$ cat src/rtl/dac_pkg.sv
// rtl/dac_pkg.sv - shared constants, FSM state codes and command helpers for the DAC output path
//
// Contents:
//   FRAME_BITS, CMD_W, CH_W : serial frame layout {cmd, channel, 16-bit data}
//   CMD_WRITE_UPDATE        : write input register and update output
//   CMD_WRITE_INPUT         : write input register only (output moves on LDAC)
//   ST_*                    : dac_out FSM state codes
//   input_only_cmd()        : clears the "update" bit of a command nibble
package dac_pkg;

  localparam int FRAME_BITS = 24;
  localparam int CMD_W      = 4;
  localparam int CH_W       = 4;

  localparam logic [CMD_W-1:0] CMD_WRITE_UPDATE = 4'h3;
  localparam logic [CMD_W-1:0] CMD_WRITE_INPUT  = 4'h2;

  localparam logic [2:0] ST_IDLE  = 3'd0;
  localparam logic [2:0] ST_CONV  = 3'd1;
  localparam logic [2:0] ST_SHIFT = 3'd2;
  localparam logic [2:0] ST_GAP   = 3'd3;
  localparam logic [2:0] ST_LDAC  = 3'd4;

  function automatic logic [CMD_W-1:0] input_only_cmd(input logic [CMD_W-1:0] cmd);
    return {cmd[CMD_W-1:1], 1'b0};
  endfunction

endpackage

$ cat src/rtl/dac_out_if.sv
// rtl/dac_out_if.sv - upstream word handshake into the DAC output path
//
// Signals:
//   in_valid : FP_DATA and CH are valid
//   in_ready : block can accept a word
//   FP_DATA  : signed fixed-point voltage word (FP_WIDTH bits)
//   CH       : DAC channel address
// Modports: master (SPGD core side), slave (dac_out side).
interface dac_out_if #(
  parameter int FP_WIDTH = 64
);
  import dac_pkg::*;

  logic                in_valid;
  logic                in_ready;
  logic [FP_WIDTH-1:0] FP_DATA;
  logic [CH_W-1:0]     CH;

  modport master (output in_valid, FP_DATA, CH, input in_ready);
  modport slave  (input in_valid, FP_DATA, CH, output in_ready);

endinterface

$ cat src/rtl/dac_fp_to_code.sv
// rtl/dac_fp_to_code.sv - combinational fixed-point voltage to saturated DAC code
//
// Ports:
//   fp_data : signed fixed-point voltage, INT_WIDTH integer bits
//   code    : DAC code, clamped to 0 .. 2^DAC_WIDTH-1
//   sat     : code was clamped at either rail
module dac_fp_to_code #(
  parameter int          FP_WIDTH      = 64,
  parameter int          INT_WIDTH     = 16,
  parameter int          DAC_WIDTH     = 12,
  parameter int unsigned CODE_PER_VOLT = 819
) (
  input  logic [FP_WIDTH-1:0]  fp_data,
  output logic [DAC_WIDTH-1:0] code,
  output logic                 sat
);

  // 32 extra bits hold the full product of the word and a 32-bit gain.
  localparam int PW   = FP_WIDTH + 32;
  localparam int FRAC = FP_WIDTH - INT_WIDTH;

  localparam logic signed [PW-1:0] GAIN     = $signed(PW'(CODE_PER_VOLT));
  localparam logic signed [PW-1:0] MAX_CODE = $signed(PW'((64'd1 << DAC_WIDTH) - 64'd1));

  logic signed [PW-1:0] fp_ext;
  logic signed [PW-1:0] product;
  logic signed [PW-1:0] raw;

  always_comb begin
    fp_ext  = {{(PW-FP_WIDTH){fp_data[FP_WIDTH-1]}}, fp_data};
    product = fp_ext * GAIN;
    // Arithmetic shift floors toward -inf, so any negative voltage clamps to 0.
    raw     = product >>> FRAC;
    code    = raw[DAC_WIDTH-1:0];
    sat     = 1'b0;
    if (raw[PW-1]) begin
      code = '0;
      sat  = 1'b1;
    end else if (raw > MAX_CODE) begin
      code = '1;
      sat  = 1'b1;
    end
  end

endmodule

$ cat src/rtl/dac_out.sv
// rtl/dac_out.sv - scales a fixed-point voltage to a DAC code and shifts it out as a 24-bit SPI frame
//
// Ports:
//   CLK, RST  : system clock, synchronous active-high reset
//   up        : dac_out_if.slave word handshake (in_valid/in_ready/FP_DATA/CH)
//   DONE      : one-cycle pulse when a frame completes
//   SAT       : last accepted word was clamped
//   LAST_CODE : code of the last frame
//   SYNC_N    : frame select, active low
//   SCLK      : serial clock, idles low
//   DIN       : serial data, MSB first, changes as SCLK falls
//   LDAC_N    : load-DAC strobe, active low (only with DAC_OUT_LDAC_EN)
// Build option: DAC_OUT_LDAC_EN sends write-input-only commands and pulses
// LDAC_N for CLK_DIV cycles after the inter-frame gap.
module dac_out
  import dac_pkg::*;
#(
  parameter int          FP_WIDTH      = 64,
  parameter int          INT_WIDTH     = 16,
  parameter int          DAC_WIDTH     = 12,
  parameter int unsigned CODE_PER_VOLT = 819,
  parameter int          CLK_DIV       = 4,
  parameter logic [CMD_W-1:0] CMD      = CMD_WRITE_UPDATE
) (
  input  logic                 CLK,
  input  logic                 RST,
  dac_out_if.slave             up,
  output logic                 DONE,
  output logic                 SAT,
  output logic [DAC_WIDTH-1:0] LAST_CODE,
  output logic                 SYNC_N,
  output logic                 SCLK,
`ifdef DAC_OUT_LDAC_EN
  output logic                 LDAC_N,
`endif
  output logic                 DIN
);

`ifdef DAC_OUT_LDAC_EN
  localparam logic [CMD_W-1:0] CMD_TX = input_only_cmd(CMD);
`else
  localparam logic [CMD_W-1:0] CMD_TX = CMD;
`endif

  localparam int            DW       = $clog2(2 * CLK_DIV) + 1;
  localparam logic [DW-1:0] DIV_LAST = DW'(CLK_DIV - 1);
  localparam logic [DW-1:0] GAP_LAST = DW'(2 * CLK_DIV - 1);

  logic [2:0]            state;
  logic [FP_WIDTH-1:0]   fp_q;
  logic [CH_W-1:0]       ch_q;
  logic [FRAME_BITS-1:0] frame;
  logic [DW-1:0]         div_cnt;
  logic [4:0]            bit_cnt;
  logic [DAC_WIDTH-1:0]  code_c;
  logic                  sat_c;

  dac_fp_to_code #(
    .FP_WIDTH     (FP_WIDTH),
    .INT_WIDTH    (INT_WIDTH),
    .DAC_WIDTH    (DAC_WIDTH),
    .CODE_PER_VOLT(CODE_PER_VOLT)
  ) u_conv (
    .fp_data(fp_q),
    .code   (code_c),
    .sat    (sat_c)
  );

  always_ff @(posedge CLK) begin
    if (RST) begin
      state       <= ST_IDLE;
      up.in_ready <= 1'b1;
      DONE        <= 1'b0;
      SAT         <= 1'b0;
      LAST_CODE   <= '0;
      SYNC_N      <= 1'b1;
      SCLK        <= 1'b0;
      DIN         <= 1'b0;
      fp_q        <= '0;
      ch_q        <= '0;
      frame       <= '0;
      div_cnt     <= '0;
      bit_cnt     <= '0;
`ifdef DAC_OUT_LDAC_EN
      LDAC_N      <= 1'b1;
`endif
    end else begin
      DONE <= 1'b0;
      case (state)
        ST_IDLE: begin
          if (up.in_valid && up.in_ready) begin
            fp_q        <= up.FP_DATA;
            ch_q        <= up.CH;
            up.in_ready <= 1'b0;
            state       <= ST_CONV;
          end
        end
        ST_CONV: begin
          LAST_CODE <= code_c;
          SAT       <= sat_c;
          frame     <= {CMD_TX, ch_q, 16'(code_c) << (16 - DAC_WIDTH)};
          state     <= ST_SHIFT;
        end
        ST_SHIFT: begin
          // First SHIFT cycle only opens the frame: SYNC_N still high marks it.
          if (SYNC_N) begin
            SYNC_N  <= 1'b0;
            DIN     <= frame[FRAME_BITS-1];
            bit_cnt <= 5'(FRAME_BITS - 1);
            div_cnt <= '0;
          end else if (div_cnt == DIV_LAST) begin
            div_cnt <= '0;
            if (!SCLK) begin
              SCLK <= 1'b1;
            end else begin
              SCLK <= 1'b0;
              if (bit_cnt == 5'd0) begin
                SYNC_N <= 1'b1;
                DIN    <= 1'b0;
                state  <= ST_GAP;
              end else begin
                bit_cnt <= bit_cnt - 5'd1;
                DIN     <= frame[bit_cnt-5'd1];
              end
            end
          end else begin
            div_cnt <= div_cnt + DW'(1);
          end
        end
        ST_GAP: begin
          if (div_cnt == GAP_LAST) begin
            div_cnt <= '0;
`ifdef DAC_OUT_LDAC_EN
            LDAC_N  <= 1'b0;
            state   <= ST_LDAC;
`else
            DONE        <= 1'b1;
            up.in_ready <= 1'b1;
            state       <= ST_IDLE;
`endif
          end else begin
            div_cnt <= div_cnt + DW'(1);
          end
        end
`ifdef DAC_OUT_LDAC_EN
        ST_LDAC: begin
          if (div_cnt == DIV_LAST) begin
            div_cnt     <= '0;
            LDAC_N      <= 1'b1;
            DONE        <= 1'b1;
            up.in_ready <= 1'b1;
            state       <= ST_IDLE;
          end else begin
            div_cnt <= div_cnt + DW'(1);
          end
        end
`endif
        default: begin
          state       <= ST_IDLE;
          up.in_ready <= 1'b1;
          SYNC_N      <= 1'b1;
          SCLK        <= 1'b0;
          DIN         <= 1'b0;
          div_cnt     <= '0;
        end
      endcase
    end
  end

endmodule
$ cat src/flat_wrapper.sv
// flat-port wrapper written by rule: the top's interface ports become plain ports
module dac_out_flat import dac_pkg::*;
#(
  parameter int          FP_WIDTH      = 64,
  parameter int          INT_WIDTH     = 16,
  parameter int          DAC_WIDTH     = 12,
  parameter int unsigned CODE_PER_VOLT = 819,
  parameter int          CLK_DIV       = 4,
  parameter logic [CMD_W-1:0] CMD      = CMD_WRITE_UPDATE
)
  (CLK, RST, DONE, SAT, LAST_CODE, SYNC_N, SCLK, DIN, up_in_valid, up_FP_DATA, up_CH, up_in_ready);
  dac_out_if #(.FP_WIDTH(FP_WIDTH)) up_i ();
  input  logic CLK;
  input  logic RST;
  output logic DONE;
  output logic SAT;
  output logic [DAC_WIDTH-1:0] LAST_CODE;
  output logic SYNC_N;
  output logic SCLK;
  output logic DIN;
  input wire logic [$bits(up_i.in_valid)-1:0] up_in_valid;
  input wire logic [$bits(up_i.FP_DATA)-1:0] up_FP_DATA;
  input wire logic [$bits(up_i.CH)-1:0] up_CH;
  output wire logic [$bits(up_i.in_ready)-1:0] up_in_ready;
  assign up_i.in_valid = up_in_valid;
  assign up_i.FP_DATA = up_FP_DATA;
  assign up_i.CH = up_CH;
  assign up_in_ready = up_i.in_ready;
  dac_out #(.FP_WIDTH(FP_WIDTH), .INT_WIDTH(INT_WIDTH), .DAC_WIDTH(DAC_WIDTH), .CODE_PER_VOLT(CODE_PER_VOLT), .CLK_DIV(CLK_DIV), .CMD(CMD)) u_core (.CLK(CLK), .RST(RST), .up(up_i), .DONE(DONE), .SAT(SAT), .LAST_CODE(LAST_CODE), .SYNC_N(SYNC_N), .SCLK(SCLK), .DIN(DIN));
endmodule
$ cat config.mk
export PLATFORM = sky130hd
export DESIGN_NAME = dac_out_flat
export DESIGN_NICKNAME = d
export VERILOG_FILES = /design/src/rtl/dac_pkg.sv /design/src/rtl/dac_out_if.sv /design/src/rtl/dac_fp_to_code.sv /design/src/rtl/dac_out.sv /design/src/flat_wrapper.sv
export SDC_FILE = /design/constraint.sdc
export NUM_CORES = 1
export LEC_CHECK = 0
export BUFFER_PORTS_ARGS = -buffer_cell sky130_fd_sc_hd__buf_2
export CAP_MARGIN = 10
export CORE_MARGIN = 5
export CORE_UTILIZATION = 35
export CTS_CLUSTER_DIAMETER = 100
export CTS_CLUSTER_SIZE = 12
export DETAILED_ROUTE_END_ITERATION = 16
export PLACE_DENSITY_LB_ADDON = 0.08
export SETUP_SLACK_MARGIN = 0.3
export SLEW_MARGIN = 30
export SYNTH_ARGS = -nofsm -noshare
export SYNTH_HDL_FRONTEND = slang
export SYNTH_SLANG_ARGS = --single-unit
$ cat constraint.sdc
create_clock -name CLK -period 7.5 [get_ports CLK]
set_input_delay 1.125 -clock CLK [delete_from_list [all_inputs] [get_ports CLK]]
set_output_delay 1.125 -clock CLK [all_outputs]
set_load 0.01 [all_outputs]
==> impl_metrics.toml <==
[yosys]
synthMuxAreaShare_pct = 1.24
ys_seq_area_share_pct = 13.1
synth_fa_ha_area_share_pct = 44.6
synthArstFlopShare_pct = 0
synth_nets = 2329
syn_area_um2 = 15600
yosys.area.top_type = "fa_1"
syn_inst = 1846
ys_types = 73
synth_seq_cells = 102
synthXorXnorAreaFrac_pct = 2.58
synthFlopType = "dfxtp_1"
ys_top_cells_by_area = "fa_1 (31%), ha_1 (14%), dfxtp_1 (13%), inv_1 (9.9%), nand2_1 (5.7%)"
synth-compound-area-share_pct = 14.0
ys_warn_count = 0
synth_top_area_share_pct = 30.7
syn_area_per_cell_um2 = 8.45
synth-simple-area-share_pct = 12.7
synth_top_family_by_area = "adder cells"
synth_edf_count = 0

[clock_network]
clkSlewWorstSetupHoldPaths_ps = 80
cts-resized-gates = 0
cts_setup_buffers = 0
insertion_delay_ps = 400
clock_tree.root_cell = "clkbuf_16"
cts_htree_levels = 3
cts.sinks = 102
tritoncts = "done"
clk_path_buf_depth = 2
ctsHoldBuffers = 0
cts_buffers = 9

[timing]
timing.slew.headroom_pct = 43.0
rsz0062_at_grt = "false"
hold_violations = 0
finalSetupTns_ps = 0
period_share_pct = 89.4
slew_violations = 0
tightestPinTransition_ps = 853
setup_violations = 0
skew_ps = 10.8
fmax_ghz = 0.149
fin_crit_ps = 6710

[critical_path]
path_max_fanout = 12
arrival_ps = 7060
startpoint_type = "flop"
crit_path_end_kind = "flop"
crit_required_ps = 7850
reg2regPathDepth = 19
worstSetupPathType = "flop to flop"

[die]
die_y_um = 221
io_pins = 89
die_area_um2 = 48900
start_util_pct = 35.3
fp-row-count = 77
core_area_um2 = 44100
die_w_um = 221

[global_routing]
grt_pass1_vias = 13128
antenna_found_initial = 0
grt_use_total_pct = 17.6
overflow = 0
grt_pass1_wl_um = 70000
grt_max_degree = 69

[worst_hold_path]
hold_depth = 2
hold_class = "flop to flop"

[status]
status = "finished, final reports clean"

[pwr]
power.leakage_uw = 0.00799
p_int_uw = 3250
switching_share_pct = 58.4
ir_drop_v = 0.000183
pwr_density_cell_nw_per_um2 = 463
p_clk_share_pct = 6.7
seqPwrFrac_pct = 10.8
combPwrFrac_pct = 82.5
p_sw_uw = 4560

[final_layout]
nets = 2374
multi_input_area_um2 = 11700
seqCellArea_um2 = 2040
layout_commonest_cell = "inv_1"
stdcell_area_um2 = 16900
synthToLayoutAreaGrowth_pct = 8.16
drive_gt1_share_pct = 7.23
n_antenna_cell = 0
final_cells = 2488
n_fill_cell = 4701
final_cell_mix = "inv_1 (412), fa_1 (239), nand2_1 (238)"

[routing]
first_iter_violations = 513
drt_pass1_iterations = 4
finalWirelength_um = 41800
drc = 0
vias = 12169
vias_per_cell = 4.89
wl_per_cell_um = 16.8
antenna_left = 0

[placed_design]
io_buffers = 88
gp_routability_congestion = 0.891
placed_area_um2 = 16500
dp_hpwl_um = 36200
post-place-cells = 2472

[run]
maxCapViolCount = 0
## routing by layer
layer / global-route usage, % / up-vias / part of all wire (%)
met5: 0 / - / 0
met4: 3.68 / 0 / 1.4
met3: 2.50 / 37 / 2.8
met2: 30.8 / 176 / 49
met1: 23.2 / 5914 / 46
li1: - / 6042 / -
## Yosys cell counts (all sizes together) (15+ instances only)
cell type,instances
clkbuf,42
nand4,29
buf,19
xor2,24
ha,173
a21o,15
nor3,22
a21oi,175
inv,412
nand2,238
xnor2,22
dfxtp,102
nor2,79
nand3,25
o21ai,68
fa,239
## flip-flops by register name (all words and copies together) (netlist names)
name	flops
u_core.up.in_ready	1
u_core.ch_q	4
u_core.SCLK	1
u_core.SYNC_N	1
u_core.frame	6
u_core.fp_q	64
u_core.LAST_CODE	11
u_core.SAT	1
u_core.DONE	1
u_core.div_cnt	4
u_core.DIN	1
u_core.bit_cnt	5
u_core.state	2
## area by class of cell
cell class	count	area share [%]
sequential	102	12.1
inverter	412	9.17
timing repair buffer	95	2.94
tap	592	4.39
clock inverter	7	0.482
clock buffer	9	1.34
multi-input combinational	1271	69.6
## through the flow
step	utilization, %	hold slack [ps]	total power (µW)	setup WS, ps
floorplan	-	435	5710	1640
global placement	37.5	448	7360	712
detailed placement	37.5	456	7330	748
CTS	38.2	467	7940	706
global route	38.2	493	8930	409
finish	38.2	464	7810	792
## cell families after synthesis
kind of cell / after synthesis
XOR/XNOR: 46
multiplexers: 14
AO/OA/AOI/OAI: 357
adder cells (fa/ha/maj): 412
buffers and inverters: 473
flip-flops: 102
AND/OR/NAND/NOR: 442
## power groups by stage
stage	sequential, µW	clock, µW	combinational (µW)
4_1_cts	854	552	6540
6_report	847	520	6450
3_5_place_dp	868	0	6460
5_1_grt	876	569	7480
2_1_floorplan	807	0	4910
3_3_place_gp	863	0	6500
## path summary, 6_finish.rpt
kind	slack, ps	end	startpoint
worst max-delay path	790	u_core.LAST_CODE[6]	u_core.fp_q[39]
worst min-delay path	460	u_core.ch_q[0]	u_core.ch_q[0]
worst max register to register	790	u_core.LAST_CODE[6]	u_core.fp_q[39]
worst min register to register	460	u_core.ch_q[0]	u_core.ch_q[0]
## critical path, stage by stage, from the launching register on
cell and delay [ps]:
dfxtp_1 480, ha_1 320, fa_1 520, fa_1 560
inv_1 60, fa_1 470, fa_1 510, inv_1 40
ha_1 480, nand3_1 140, or4_1 550, or2_2 330
a211oi_1 450, a2111oi_0 170, nor2_1 320, a21oi_1 140
xnor2_1 340, nand3b_1 190, a41oi_4 400, a221o_1 170
Power figures use the tool's default switching activity.
